==> src/rtl/t_c.sv <==
// Two-way traffic-light controller: four-phase Moore FSM with a cycle timer and
// latched emergency requests that force an extended green at the next safe point.
module t_c #(
    parameter int GREEN_CYCLES  = 20,
    parameter int YELLOW_CYCLES = 5,
    parameter int EMG_CYCLES    = 30
) (
    input  logic       clk,
    input  logic       rst,
    input  logic       emg_n_s,
    input  logic       emg_e_w,
    output logic [2:0] n_s_light_out,
    output logic [2:0] e_w_light_out
);

    localparam int GE_MAX = (GREEN_CYCLES > EMG_CYCLES) ? GREEN_CYCLES : EMG_CYCLES;
    localparam int T_MAX  = (GE_MAX > YELLOW_CYCLES) ? GE_MAX : YELLOW_CYCLES;
    localparam int TW     = (T_MAX <= 2) ? 1 : $clog2(T_MAX);

    localparam logic [TW-1:0] GRN_END = TW'(GREEN_CYCLES - 1);
    localparam logic [TW-1:0] EMG_END = TW'(EMG_CYCLES - 1);
    localparam logic [TW-1:0] YEL_END = TW'(YELLOW_CYCLES - 1);

    localparam logic [2:0] LAMP_G = 3'b001;
    localparam logic [2:0] LAMP_Y = 3'b010;
    localparam logic [2:0] LAMP_R = 3'b100;

    // One-hot encoding so that corrupted state values are detectable and recover.
    typedef enum logic [3:0] {
        NS_G = 4'b0001,
        NS_Y = 4'b0010,
        EW_G = 4'b0100,
        EW_Y = 4'b1000
    } state_t;

    state_t          r_state;
    logic [TW-1:0]   r_timer;
    logic            r_emg_mode;
    logic            r_pend_ns;
    logic            r_pend_ew;

    state_t          w_next_state;
    logic            w_timer_clr;
    logic            w_next_emg;
    logic            w_serve_ns;
    logic            w_serve_ew;
    logic            w_grn_done;
    logic            w_yel_done;

    assign w_grn_done = (r_timer == (r_emg_mode ? EMG_END : GRN_END));
    assign w_yel_done = (r_timer == YEL_END);

    always_comb begin
        // NOTE: every signal gets a default before the case so no path leaves it unassigned (no latch).
        w_next_state = r_state;
        w_timer_clr  = 1'b0;
        w_next_emg   = r_emg_mode;
        w_serve_ns   = 1'b0;
        w_serve_ew   = 1'b0;
        case (r_state)
            NS_G: begin
                if (r_pend_ns) begin
                    w_timer_clr = 1'b1;
                    w_next_emg  = 1'b1;
                    w_serve_ns  = 1'b1;
                end else if ((r_pend_ew && !r_emg_mode) || w_grn_done) begin
                    w_next_state = NS_Y;
                    w_timer_clr  = 1'b1;
                end
            end
            EW_G: begin
                // A pending NS request outranks re-extending EW.
                if (r_pend_ew && !r_pend_ns) begin
                    w_timer_clr = 1'b1;
                    w_next_emg  = 1'b1;
                    w_serve_ew  = 1'b1;
                end else if ((r_pend_ns && !r_emg_mode) || w_grn_done) begin
                    w_next_state = EW_Y;
                    w_timer_clr  = 1'b1;
                end
            end
            NS_Y, EW_Y: begin
                if (w_yel_done) begin
                    w_timer_clr = 1'b1;
                    if (r_pend_ns) begin
                        w_next_state = NS_G;
                        w_next_emg   = 1'b1;
                        w_serve_ns   = 1'b1;
                    end else if (r_pend_ew) begin
                        w_next_state = EW_G;
                        w_next_emg   = 1'b1;
                        w_serve_ew   = 1'b1;
                    end else begin
                        w_next_state = (r_state == NS_Y) ? EW_G : NS_G;
                        w_next_emg   = 1'b0;
                    end
                end
            end
            default: begin
                w_next_state = NS_G;
                w_timer_clr  = 1'b1;
                w_next_emg   = 1'b0;
            end
        endcase
    end

    always_ff @(posedge clk) begin
        // NOTE: state registers use non-blocking assignments so every register sees pre-edge values.
        if (rst) begin
            r_state    <= NS_G;
            r_timer    <= '0;
            r_emg_mode <= 1'b0;
            r_pend_ns  <= 1'b0;
            r_pend_ew  <= 1'b0;
        end else begin
            r_state    <= w_next_state;
            r_timer    <= w_timer_clr ? '0 : r_timer + 1'b1;
            r_emg_mode <= w_next_emg;
            r_pend_ns  <= (r_pend_ns & ~w_serve_ns) | emg_n_s;
            r_pend_ew  <= (r_pend_ew & ~w_serve_ew) | emg_e_w;
        end
    end

    always_comb begin
        n_s_light_out = LAMP_R;
        e_w_light_out = LAMP_R;
        case (r_state)
            NS_G:    n_s_light_out = LAMP_G;
            NS_Y:    n_s_light_out = LAMP_Y;
            EW_G:    e_w_light_out = LAMP_G;
            EW_Y:    e_w_light_out = LAMP_Y;
            default: ;
        endcase
    end

endmodule

==> config.mk <==
export PLATFORM = sky130hd
export DESIGN_NAME = t_c
export DESIGN_NICKNAME = d
export VERILOG_FILES = /design/src/rtl/t_c.sv
export SDC_FILE = /design/constraint.sdc
export NUM_CORES = 1
export LEC_CHECK = 0
export BUFFER_PORTS_ARGS = -buffer_cell sky130_fd_sc_hd__buf_2
export CORE_MARGIN = 4
export CORE_UTILIZATION = 50
export CTS_CLUSTER_DIAMETER = 100
export DETAILED_ROUTE_END_ITERATION = 6
export PLACE_DENSITY = 0.69
export SLEW_MARGIN = 5
export SYNTH_ARGS = -nofsm -noshare
export SYNTH_HDL_FRONTEND = slang
export SYNTH_SLANG_ARGS = --single-unit
==> constraint.sdc <==
create_clock -name clk -period 2.2 [get_ports clk]
set_input_delay 0.11 -clock clk [delete_from_list [all_inputs] [get_ports clk]]
set_output_delay 0.11 -clock clk [all_outputs]
set_load 0.03 [all_outputs]
### After elaboration in Yosys (flattened, before gate mapping)

Cells that the tools add are included.

| cells by class | value |
|---|---|
| add/sub/neg operators | 1 |
| multiply operators | 0 |
| div/mod/pow operators | 0 |
| order comparisons | 0 |
| equal/unequal tests | 13 |
| shift operators | 0 |
| mux-type cells | 31 |
| bitwise gates (word level) | 6 |
| reductions and logical operators | 11 |

Operators by type and width:

| kind | number |
|---|---|
| 4-bit two-way mux | 6 |
| 1-bit two-way mux | 15 |
| 2-bit inequality test (second input constant) | 7 |
| 3-bit one-hot mux with 2 select lines | 2 |
| 4-bit one-hot mux with 3 select lines | 1 |
| 3-bit two-way mux | 3 |
| 1-bit one-hot mux with 3 select lines | 2 |
| 5-bit by 1-bit adder with 5-bit output (second input constant) | 1 |
| 5-bit by 3-bit equality test with 1-bit output (second input constant) | 1 |
| 5-bit equality test | 1 |
| 5-bit AND reduction | 1 |
| 4-bit by 1-bit equality test with 1-bit output (second input constant) | 1 |
| 4-bit by 2-bit equality test with 1-bit output (second input constant) | 1 |
| 4-bit by 3-bit equality test with 1-bit output (second input constant) | 1 |
| 4-bit equality test (second input constant) | 1 |
| 1-bit one-hot mux with 2 select lines | 2 |
| 2-bit OR reduction | 2 |
| 1-bit logical AND | 3 |
| 3-bit AND reduction | 1 |
| 1-bit bitwise AND | 2 |
| 1-bit logical NOT | 2 |
| 1-bit logical OR | 2 |
| 1-bit inverter | 2 |
| 1-bit OR | 2 |

| word-level totals | value |
|---|---|
| flip-flop bits (word level) | 12 |
| latch bits | 0 |
| bits in writable memories | 0 |
| bits in read-only memories | 0 |
| bits of input ports | 4 |
| word-level logic and storage cells | 67 |
| memories kept | 0 |

### Longest topological paths before layout

Gate-level depths: netlist of run 1.

| logic depth | value |
|---|---|
| depth after elaboration | 7 |
| depth in mapped cells | 6 |
| depth with buffers taken out | 6 |

### Worst setup path before layout of run 1

No wires, ideal clock.

| timing path | value |
|---|---|
| kind | register to register |
| from | register r_state[3] |
| to | register r_state[0] |
| arrival time | 1.768 ns |
| required time | 2.078 ns |
| path slack | 0.310 ns |
| cell stages (with the launch flop) | 5 |
| buffers on the path | 0 |
| period minus slack after synthesis | 1.890 ns |
| cell sequence | dfxtp_1 -> nor4b_4 -> a21oi_1 -> or2_1 -> a221o_1 |

| on the way | value |
|---|---|
| word-level cells in the longest chain between the ends | 6 |

Ends and longest elaborated chain:

| element | RTL line | text |
|---|---|---|
| start: declaration | 36 | `state_t r_state;` |
| start signal: assignment | 116 | `r_state <= w_next_state;` |
| 4-bit by 2-bit equality test with 1-bit output | 60, 94 |  |
| 3-bit two-way mux | 94 | `w_next_state = (r_state == NS_Y) ? EW_G : NS_G;` |
| 3-bit two-way mux | 89 | `end else if (r_pend_ew) begin` |
| 3-bit two-way mux | 85 | `if (r_pend_ns) begin` |
| 4-bit two-way mux | 83 | `if (w_yel_done) begin` |
| 4-bit one-hot mux with 3 select lines | 60 | `case (r_state)` |

Several ways; a longest one is shown, not always the timed one. The select of a mux whose other input is x is not followed.
A chain may end at the register's enable or synchronous reset.

### Worst setup path in the final report of run 1

Same ends and word-level chain as after synthesis.

==> impl_metrics.csv, run 1 <==
group,metric,value,unit
global_routing,grt_max_degree,14,
critical_path,crit_family,"simple AND/OR/NAND/NOR gates",
placed_design,dp.cells,99,
synth,syn_inst,78,
min_path,hold_start,"emg_n_s",
critical_path,regToRegSetupSlack,0.44,ns
timing,slew_headroom,62.2,%
cts,ctsHoldBuffers,0,
layout,fin_cells,103,
power_and_ir_drop,p_leak,0.316,nW
cts,cts.sinks,12,
synth,synth_edf_count,0,
route,drt_iter0_drc,15,
layout,finalNetCount,95,
route,viasPerCell,6.13,
critical_path,endpoint,"r_state[0]",
floorplan,io_pins,10,
synth,synth_common_cells,"dfxtp_1 (12), nand2b_1 (6), nor2_1 (6)",
cts,clk_latency,0.28,ns
synth,yosys_warnings,0,
synth,yosysMostFrequentCell,"dfxtp_1",
timing,rsz0062_at_grt,"no",
floorplan,dieHeight,46.9,um
cts,htreeDepth,1,
layout,n_antenna_cell,0,
critical_path,crit_cells,4,
cts,numCtsBuffers,3,
synth,synth_largest_area_cell,"dfxtp_1",
global_routing,grt_pass1_vias,589,
synth,syn_area,756,sq um
critical_path,slowest_delay,0.51,ns
synth,synthTopCellsByArea,"dfxtp_1 (32%), nor4b_4 (13%), nand2b_1 (5.0%)",
layout,final_layout_size_suffix_gt1_share,22.7,%
run_status,status,"finished, final reports clean",
placed_design,hpwl,1100,um
cts,cts.root.buffer_cell,"clkbuf_4",
floorplan,fp.coreArea,1370,sq um
synth,ys_types,35,
floorplan,die_area,2200,sq um
timing,fin_crit_sh,80.0,%
floorplan,rows,13,
timing,fmaxAchievable,568,MHz
critical_path,cp-start-kind,"flip-flop",
power_and_ir_drop,vdd_drop_max,0.412,mV
timing,worst_pin_slew,0.565,ns
min_path,hold_path_class,"primary input to flip-flop",
synth,ys.flop_type,"dfxtp_1",
power_and_ir_drop,powerDensity,703,nW/um^2
critical_path,rr_startpoint,"r_state[3]",
timing,fin_crit,1.76,ns
route,detail-route-antenna-nets,0,
timing,setup-tns-final,0,ns
global_routing,antenna_found_initial,0,
placed_design,gp_congestion,0.714,
synth,synth-seq-cells,12,
synth,avgSynthCellArea,9.69,sq um
timing,holdWs,0.0427,ns
timing,finalHoldViolations,0,
synth,synth_fp_nets,84,
timing,maxSlewViolCount,0,
placed_design,port_buffers,9,
flow_run,drv_cap,0,
critical_path,cp_cell_sequence,"nor4b_4, a21oi_1, or2_1, a221o_1",
critical_path,timing.rr.end,"r_state[0]",
critical_path,cpMaxStageDelayCell,"dfxtp_1",
floorplan,start_util,55.3,%
cts,cts-resized-gates,0,
route,wl,1490,um
synth,synth_top_area_share,31.8,%
critical_path,critPathRequiredTime,2.36,ns
critical_path,crit_type,"flip-flop to flip-flop",
critical_path,arrival,1.92,ns
global_routing,grt-ovfl-total,0,
route,wl_per_cell,14.5,um
critical_path,worstSetupEndpointType,"flip-flop",
route,first_pass_iters,4,
floorplan,die_w,46.9,um
cts,cts_tree,"built",
critical_path,cp-startpoint,"r_state[3]",
critical_path,crit_buf_inv,0,
synth,async_reset_ff_share,0,%
cts,clk_pin_slew,0.08,ns
critical_path,r2r_cells,4,
cts,cts.path.max_buffers,2,
layout,syn_to_final_growth,10.3,%
global_routing,track_usage,17.2,%
cts,cts_setup_buffers,0,
placed_design,postPlaceCellArea,797,sq um
layout,final_cell_area,833,sq um
route,route.vias.total,631,
global_routing,grt_pass1_wl,2650,um
timing,finClkSkew,0.00516,ns
power_and_ir_drop,power,0.000586,W
timing,finalSetupViolCount,0,
route,drcViolationCount,0,
synth,ys_seq_area_share,31.8,%
critical_path,worstPathMaxFanout,7,
flip-flops by register name, summed over array words and instances, names as in the netlist:
name / cells
r_pend_ns: 1
r_emg_mode: 1
r_timer: 5
r_pend_ew: 1
r_state: 4
per-stage QoR:
stage               util (%)  setup WS [ns]
finish                  61.0          0.440
floorplan                  -          0.310
global placement        58.3          0.465
global route            61.0          0.328
detailed placement      58.3          0.466
CTS                     61.0          0.437
where the power goes:
group	switching (W)	internal (W)
clock network	0.0000790	0.000101
registers	0.0000352	0.000235
logic	0.0000764	0.0000599
worst min path at each step:
stage | end | cells past startpoint | slack, ns
after detailed placement | r_pend_ns | 3 | 0.33
after CTS | r_pend_ns | 3 | 0.04
after floorplan | r_timer[1] | 1 | 0.19
after global routing | r_pend_ns | 3 | 0.09
after global placement | r_pend_ns | 3 | 0.32
final | r_pend_ns | 3 | 0.04
metal layers:
layer,track usage (%),vias up,routed length [um]
met2,23.8,20,646
met4,6.63,0,13
met3,4.60,2,90
met5,0,-,0
met1,24.9,291,740
li1,-,318,-
layout make-up:
cell class                      instances  area, sq um
Clock buffer                            4         36.3
Fill cell                             121          533
Multi-Input combinational cell         59          478
Inverter                                4         15.0
Tap cell                               15         18.8
Sequential cell                        12          240
Timing Repair Buffer                    9         45.0
layout by cell type (no fill, tap or decap):
cell | netlist | routed
nand2b_1 | 6 | 6
o2111ai_1 | 1 | 1
nand3_1 | 2 | 2
a211oi_1 | 3 | 3
or2_1 | 1 | 1
xnor2_1 | 1 | 1
o21ai_1 | 1 | 1
nand2_1 | 3 | 3
o21bai_1 | 1 | 1
nand4bb_1 | 1 | 1
o21a_2 | 1 | 1
o211a_1 | 1 | 1
buf_2 | 0 | 9
a21o_1 | 2 | 2
clkbuf_8 | 0 | 1
nor4b_1 | 2 | 2
o22ai_2 | 1 | 1
a41oi_1 | 1 | 1
ha_1 | 2 | 2
nor3_2 | 1 | 1
dfxtp_1 | 12 | 12
o22ai_1 | 4 | 4
a221o_1 | 1 | 1
a21oi_1 | 2 | 2
clkbuf_4 | 0 | 3
nor4_1 | 4 | 4
nand4_1 | 1 | 1
nor2_1 | 6 | 6
a31oi_1 | 1 | 1
xor2_1 | 2 | 2
and4b_1 | 1 | 1
nor4b_4 | 4 | 4
inv_1 | 4 | 4
o211ai_1 | 1 | 1
and3_1 | 1 | 1
cells by family (layout without fill, tap and decap cells):
| kind of cell | count (synthesis) | after routing | share of synthesized area [%] |
|---|---|---|---|
| simple gates | 33 | 33 | 35.6 |
| compound gates | 21 | 21 | 20.9 |
| flops | 12 | 12 | 31.8 |
| buf+inv | 7 | 17 | 4.97 |
| xor+xnor | 3 | 3 | 3.48 |
| fa+ha+maj | 2 | 2 | 3.31 |
worst reg2reg max path: stages (launching register included):
cell and delay, ns:
dfxtp_1 0.51, nor4b_4 0.44, a21oi_1 0.12, or2_1 0.23, a221o_1 0.35
Power figures use the tool's default switching activity.
==> run 2, diff against run 1 <==
- clock period: 2.2 -> 1.65 ns (I/O delays scaled with it)
==> run 2 against run 1 <==
Power grew 41%. Combinational power increased by 79%. Die area unchanged. Non-clock buffer count increased by 11.
==> impl_metrics.csv, run 2 (same netlist as run 1, synthesis figures left out) <==
group,metric,value,unit
cts,cts_tree,"built",
timing,fin_crit_sh,96.0,%
floorplan,dieHeight,46.9,um
floorplan,die_w,46.9,um
layout,final_cell_area,958,sq um
cts,cts.path.max_buffers,2,
layout,final_cell_mix,"buf_2 (9), buf_4 (9), dfxtp_1 (8)",
timing,setup-tns-final,0,ns
route,route.vias.total,701,
critical_path,worstSetupEndpointType,"flip-flop",
global_routing,track_usage,19.7,%
power_and_ir_drop,vdd_drop_max,0.586,mV
cts,htreeDepth,1,
route,wl,1820,um
placed_design,port_buffers,9,
layout,n_antenna_cell,0,
floorplan,rows,13,
placed_design,gp_congestion,0.858,
power_and_ir_drop,power.switching,0.000267,W
power_and_ir_drop,clockPowerShare,28.0,%
power_and_ir_drop,p_comb_share,29.3,%
cts,cts.sinks,12,
power_and_ir_drop,p_leak,0.379,nW
critical_path,slowest_delay,0.41,ns
route,wl_per_cell,15.9,um
critical_path,cpMaxStageDelayCell,"o211ai_1",
global_routing,grt_pass1_wl,3010,um
placed_design,postPlaceCellArea,901,sq um
global_routing,antenna_found_initial,0,
critical_path,cp_cell_sequence,"and4b_1, o211ai_1, o22ai_2, nor4_1",
power_and_ir_drop,power.internal,0.000560,W
flow_run,drv_cap,0,
route,drt_iter0_drc,13,
layout,regMostFlops,"r_timer",
layout,final_layout_size_suffix_gt1_share,37.4,%
global_routing,grt_pass1_vias,667,
critical_path,crit_type,"flip-flop to flip-flop",
power_and_ir_drop,pwr-share-seq,42.6,%
layout,syn_to_final_growth,26.8,%
route,first_pass_iters,4,
cts,clk_pin_slew,0.07,ns
floorplan,start_util,55.3,%
cts,cts.root.buffer_cell,"clkbuf_4",
critical_path,critPathRequiredTime,1.83,ns
cts,clk_latency,0.28,ns
timing,worst_pin_slew,0.459,ns
timing,fin_crit,1.58,ns
global_routing,grt-ovfl-total,0,
route,viasPerCell,6.15,
floorplan,io_pins,10,
layout,finalNetCount,106,
timing,slew_headroom,69.3,%
power_and_ir_drop,p_sw_share,32.3,%
critical_path,arrival,1.76,ns
floorplan,fp.coreArea,1370,sq um
power_and_ir_drop,powerDensity,863,nW/um^2
route,detail-route-antenna-nets,0,
critical_path,worstPathMaxFanout,6,
route,drcViolationCount,0,
timing,finalHoldViolations,0,
run_status,status,"finished, final reports clean",
placed_design,hpwl,1280,um
floorplan,die_area,2200,sq um
cts,numCtsBuffers,3,
critical_path,regToRegSetupSlack,0.07,ns
layout,largest_reg_flops,5,
layout,reg.largest.list,"r_timer: 5 flops, r_state: 4 flops",
timing,maxSlewViolCount,0,
timing,finClkSkew,0.00430,ns
timing,fmaxAchievable,631,MHz
global_routing,grt_max_degree,14,
critical_path,cp-start-kind,"flip-flop",
min_path,hold_path_class,"primary input to flip-flop",
timing,finalSetupViolCount,0,
[run 2: cell types whose count changed in the layout (fill, tap and decap cells not counted)]
| cell | change |
|---|---|
| buf_4 | +9 |
| dfxtp_1 | -4 |
| dfxtp_2 | +4 |
| buf_12 | +2 |
| nor4_1 | -1 |
| nor4_2 | +1 |
| nor4b_1 | -1 |
| nor4b_2 | +1 |
[run 2: through the flow]
step	hold WS [ns]	setup slack, ns	utilization (%)	power [W]	instances
3_3_place_gp	0.294	0.145	65.9	0.000582	109
5_1_grt	0.0745	-0.00877	70.1	0.000874	114
3_5_place_dp	0.299	0.0970	65.9	0.000588	109
6_report	0.0127	0.0654	70.1	0.000827	114
2_1_floorplan	0.159	-0.128	-	0.000509	78
4_1_cts	0.00574	0.0717	68.6	0.000825	113
[run 2: power groups by stage]
stage | combinational [W] | clock [W] | sequential, W
after global routing | 0.000265 | 0.000254 | 0.000356
after detailed placement | 0.000231 | 0 | 0.000357
after floorplan | 0.000158 | 0 | 0.000351
after global placement | 0.000227 | 0 | 0.000355
after CTS | 0.000232 | 0.000242 | 0.000351
final | 0.000243 | 0.000232 | 0.000352
[run 2: path summary, 6_finish.rpt]
check / from / end / cells past startpoint
worst min register to register: r_timer[0] / r_timer[0] / 2
worst max-delay path: r_timer[3] / r_timer[0] / 4
worst max register to register: r_timer[3] / r_timer[0] / 4
worst min-delay path: emg_n_s / r_pend_ns / 3
[run 2: cell type report]
cell class | instances | area, sq um
Clock buffer | 4 | 36.3
Timing Repair Buffer | 20 | 153
Multi-Input combinational cell | 59 | 490
Sequential cell | 12 | 245
Fill cell | 107 | 408
Inverter | 4 | 15.0
Tap cell | 15 | 18.8
[run 2: repair_timing]
action / in CTS / in global routing
endpoints found under the setup margin: 0 / 2
buffers inserted: 0 / 1
endpoints found under the hold margin: 0 / 0
hold buffers: 0 / 0
gates resized for setup: 0 / 3
[run 2: routing by layer]
layer	track usage, %	share of wire [%]
met3	5.75	4.4
met5	0	0
met1	24.7	45
met2	30.9	49
met4	9.39	1.9
[run 2: critical path, delay by kind of cell, from the launching register on]
kind / cells / cell delay (ns)
simple gates: 2 / 0.47
compound gates: 2 / 0.64
flops: 1 / 0.37
==> run 3, diff against run 2 <==
- CORE_UTILIZATION: 50 -> 40
- PLACE_DENSITY: 0.69 -> 0.57
==> run 3 against run 2 <==
Cell count rose by 7.9%. Flip-flop and latch count unchanged. Sequential share of layout area grew 0.90 points. Sequential power barely moved. Register-to-register slack improved by 0.05 ns. Via count is 5.7% lower. Critical path depth unchanged. Worst hold slack better by 0.029 ns. Clock power down 25%. Critical path type is now flip-flop to primary output. Highest routed layer unchanged.
==> impl_metrics.csv, run 3 (same netlist as run 1, synthesis figures left out) <==
group,metric,value,unit
run_status,status,"finished, final reports clean",
floorplan,die_area,2650,sq um
global_routing,antenna_found_initial,0,
timing,finalHoldViolations,0,
critical_path,crit_buf_inv,2,
placed_design,gp_congestion,0.793,
floorplan,die_w,51.5,um
timing,fin_crit_sh,93.2,%
timing,slew_headroom,69.5,%
power_and_ir_drop,p_sw_share,32.5,%
route,detail-route-antenna-nets,0,
floorplan,fp.coreArea,1760,sq um
critical_path,cpMaxStageDelayCell,"dfxtp_1",
floorplan,rows,15,
route,wl,1700,um
power_and_ir_drop,power.switching,0.000251,W
timing,worst_pin_slew,0.456,ns
route,drcViolationCount,0,
critical_path,crit_family,"flip-flops",
critical_path,slowest_delay,0.50,ns
route,first_pass_iters,4,
cts,ctsHoldBuffers,0,
layout,n_antenna_cell,0,
placed_design,dp.cells,118,
layout,finalNetCount,106,
layout,final_common_cell,"buf_4",
layout,reg.largest.list,"r_timer: 5 flops, r_state: 4 flops",
power_and_ir_drop,pwr-share-seq,45.4,%
cts,cts.root.buffer_cell,"clkbuf_4",
power_and_ir_drop,vdd_drop_max,0.528,mV
critical_path,cp_cell_sequence,"nor4b_4, buf_4, nor2_1, buf_2",
critical_path,worstPathMaxFanout,10,
global_routing,track_usage,14.3,%
timing,fin_crit,1.54,ns
cts,cts.path.max_buffers,2,
critical_path,critPathRequiredTime,1.57,ns
timing,finalSetupViolCount,0,
cts,numCtsBuffers,3,
power_and_ir_drop,powerDensity,835,nW/um^2
timing,maxSlewViolCount,0,
timing,fmaxAchievable,650,MHz
placed_design,port_buffers,9,
layout,syn_to_final_growth,22.5,%
critical_path,cp-start-kind,"flip-flop",
cts,clk_latency,0.27,ns
layout,largest_reg_flops,5,
cts,cts.sinks,12,
route,viasPerCell,5.37,
power_and_ir_drop,p_leak,0.368,nW
layout,fin_cells,123,
global_routing,grt_pass1_wl,2820,um
power_and_ir_drop,power.internal,0.000522,W
global_routing,grt-ovfl-total,0,
route,wl_per_cell,13.8,um
critical_path,worstSetupEndpointType,"primary output",
layout,final_layout_size_suffix_gt1_share,35.7,%
timing,rsz0062_at_grt,"yes",
critical_path,crit_type,"flip-flop to primary output",
global_routing,grt_max_degree,14,
layout,seq_area,245,sq um
power_and_ir_drop,p_comb_share,32.1,%
cts,cts_tree,"built",
cts,clk_pin_slew,0.07,ns
layout,multi_input_area,484,sq um
floorplan,start_util,42.8,%
min_path,hold_path_class,"primary input to flip-flop",
timing,finClkSkew,0.00423,ns
layout,n_fill_cell,186,
flow_run,drv_cap,0,
floorplan,io_pins,10,
layout,regMostFlops,"r_timer",
route,route.vias.total,661,
power_and_ir_drop,clockPowerShare,22.5,%
timing,setup-tns-final,0,ns
critical_path,arrival,1.46,ns
layout,final_cell_mix,"buf_4 (11), buf_2 (9), dfxtp_1 (8)",
global_routing,grt_pass1_vias,656,
placed_design,hpwl,1270,um
floorplan,dieHeight,51.5,um
cts,htreeDepth,1,
route,drt_iter0_drc,3,
## run 3: area by class of cell
class	count	share of cell area [%]
Sequential cell	12	26.5
Clock buffer	3	2.43
Tap cell	25	3.38
Inverter	4	1.62
Multi-Input combinational cell	59	52.3
Timing Repair Buffer	20	13.8
## run 3: metal layers
metal	global-route usage, %	up-vias	part of all wire [%]
li1	-	341	-
met2	25.0	10	48
met3	5.25	2	3.6
met4	3.93	0	0.77
met1	16.3	308	48
met5	0	-	0
## run 3: worst register-to-register path: stages (launching register included)
cell	delay, ns
dfxtp_1	0.37
and4b_1	0.20
o211ai_1	0.39
o22ai_2	0.18
nor4b_1	0.29
## run 3: final timing paths
path,from,end,cells past startpoint,slack [ns]
worst min-delay path,emg_n_s,r_pend_ns,3,0.04
worst max-delay path,r_state[2],e_w_light_out[2],4,0.11
worst max register to register,r_timer[3],r_timer[1],4,0.11
worst min register to register,r_timer[0],r_timer[0],2,0.55
## run 3: metrics by stage
stage                     area, sq um  hold slack [ns]  utilization, %  setup WS, ns  power (W)
after floorplan                   759            0.159               -        -0.128   0.000509
after global placement            881            0.290            49.9        0.0947   0.000588
after detailed placement          881            0.318            49.9        0.0938   0.000587
after CTS                         903           0.0347            51.2        0.0325   0.000763
after global routing              926           0.0428            52.5       -0.0158   0.000824
final                             926           0.0413            52.5         0.112   0.000773
## run 3: power by group through the flow
stage               logic (W)  registers [W]  clock network [W]
finish               0.000249       0.000351           0.000174
floorplan            0.000158       0.000351                  0
global placement     0.000234       0.000354                  0
CTS                  0.000232       0.000349           0.000181
detailed placement   0.000232       0.000355                  0
global route         0.000271       0.000355           0.000198
## run 3: timing repair
item | CTS | global route
setup endpoints to repair | 0 | 8
buffers inserted | 0 | 2
resized for setup | 0 | 2
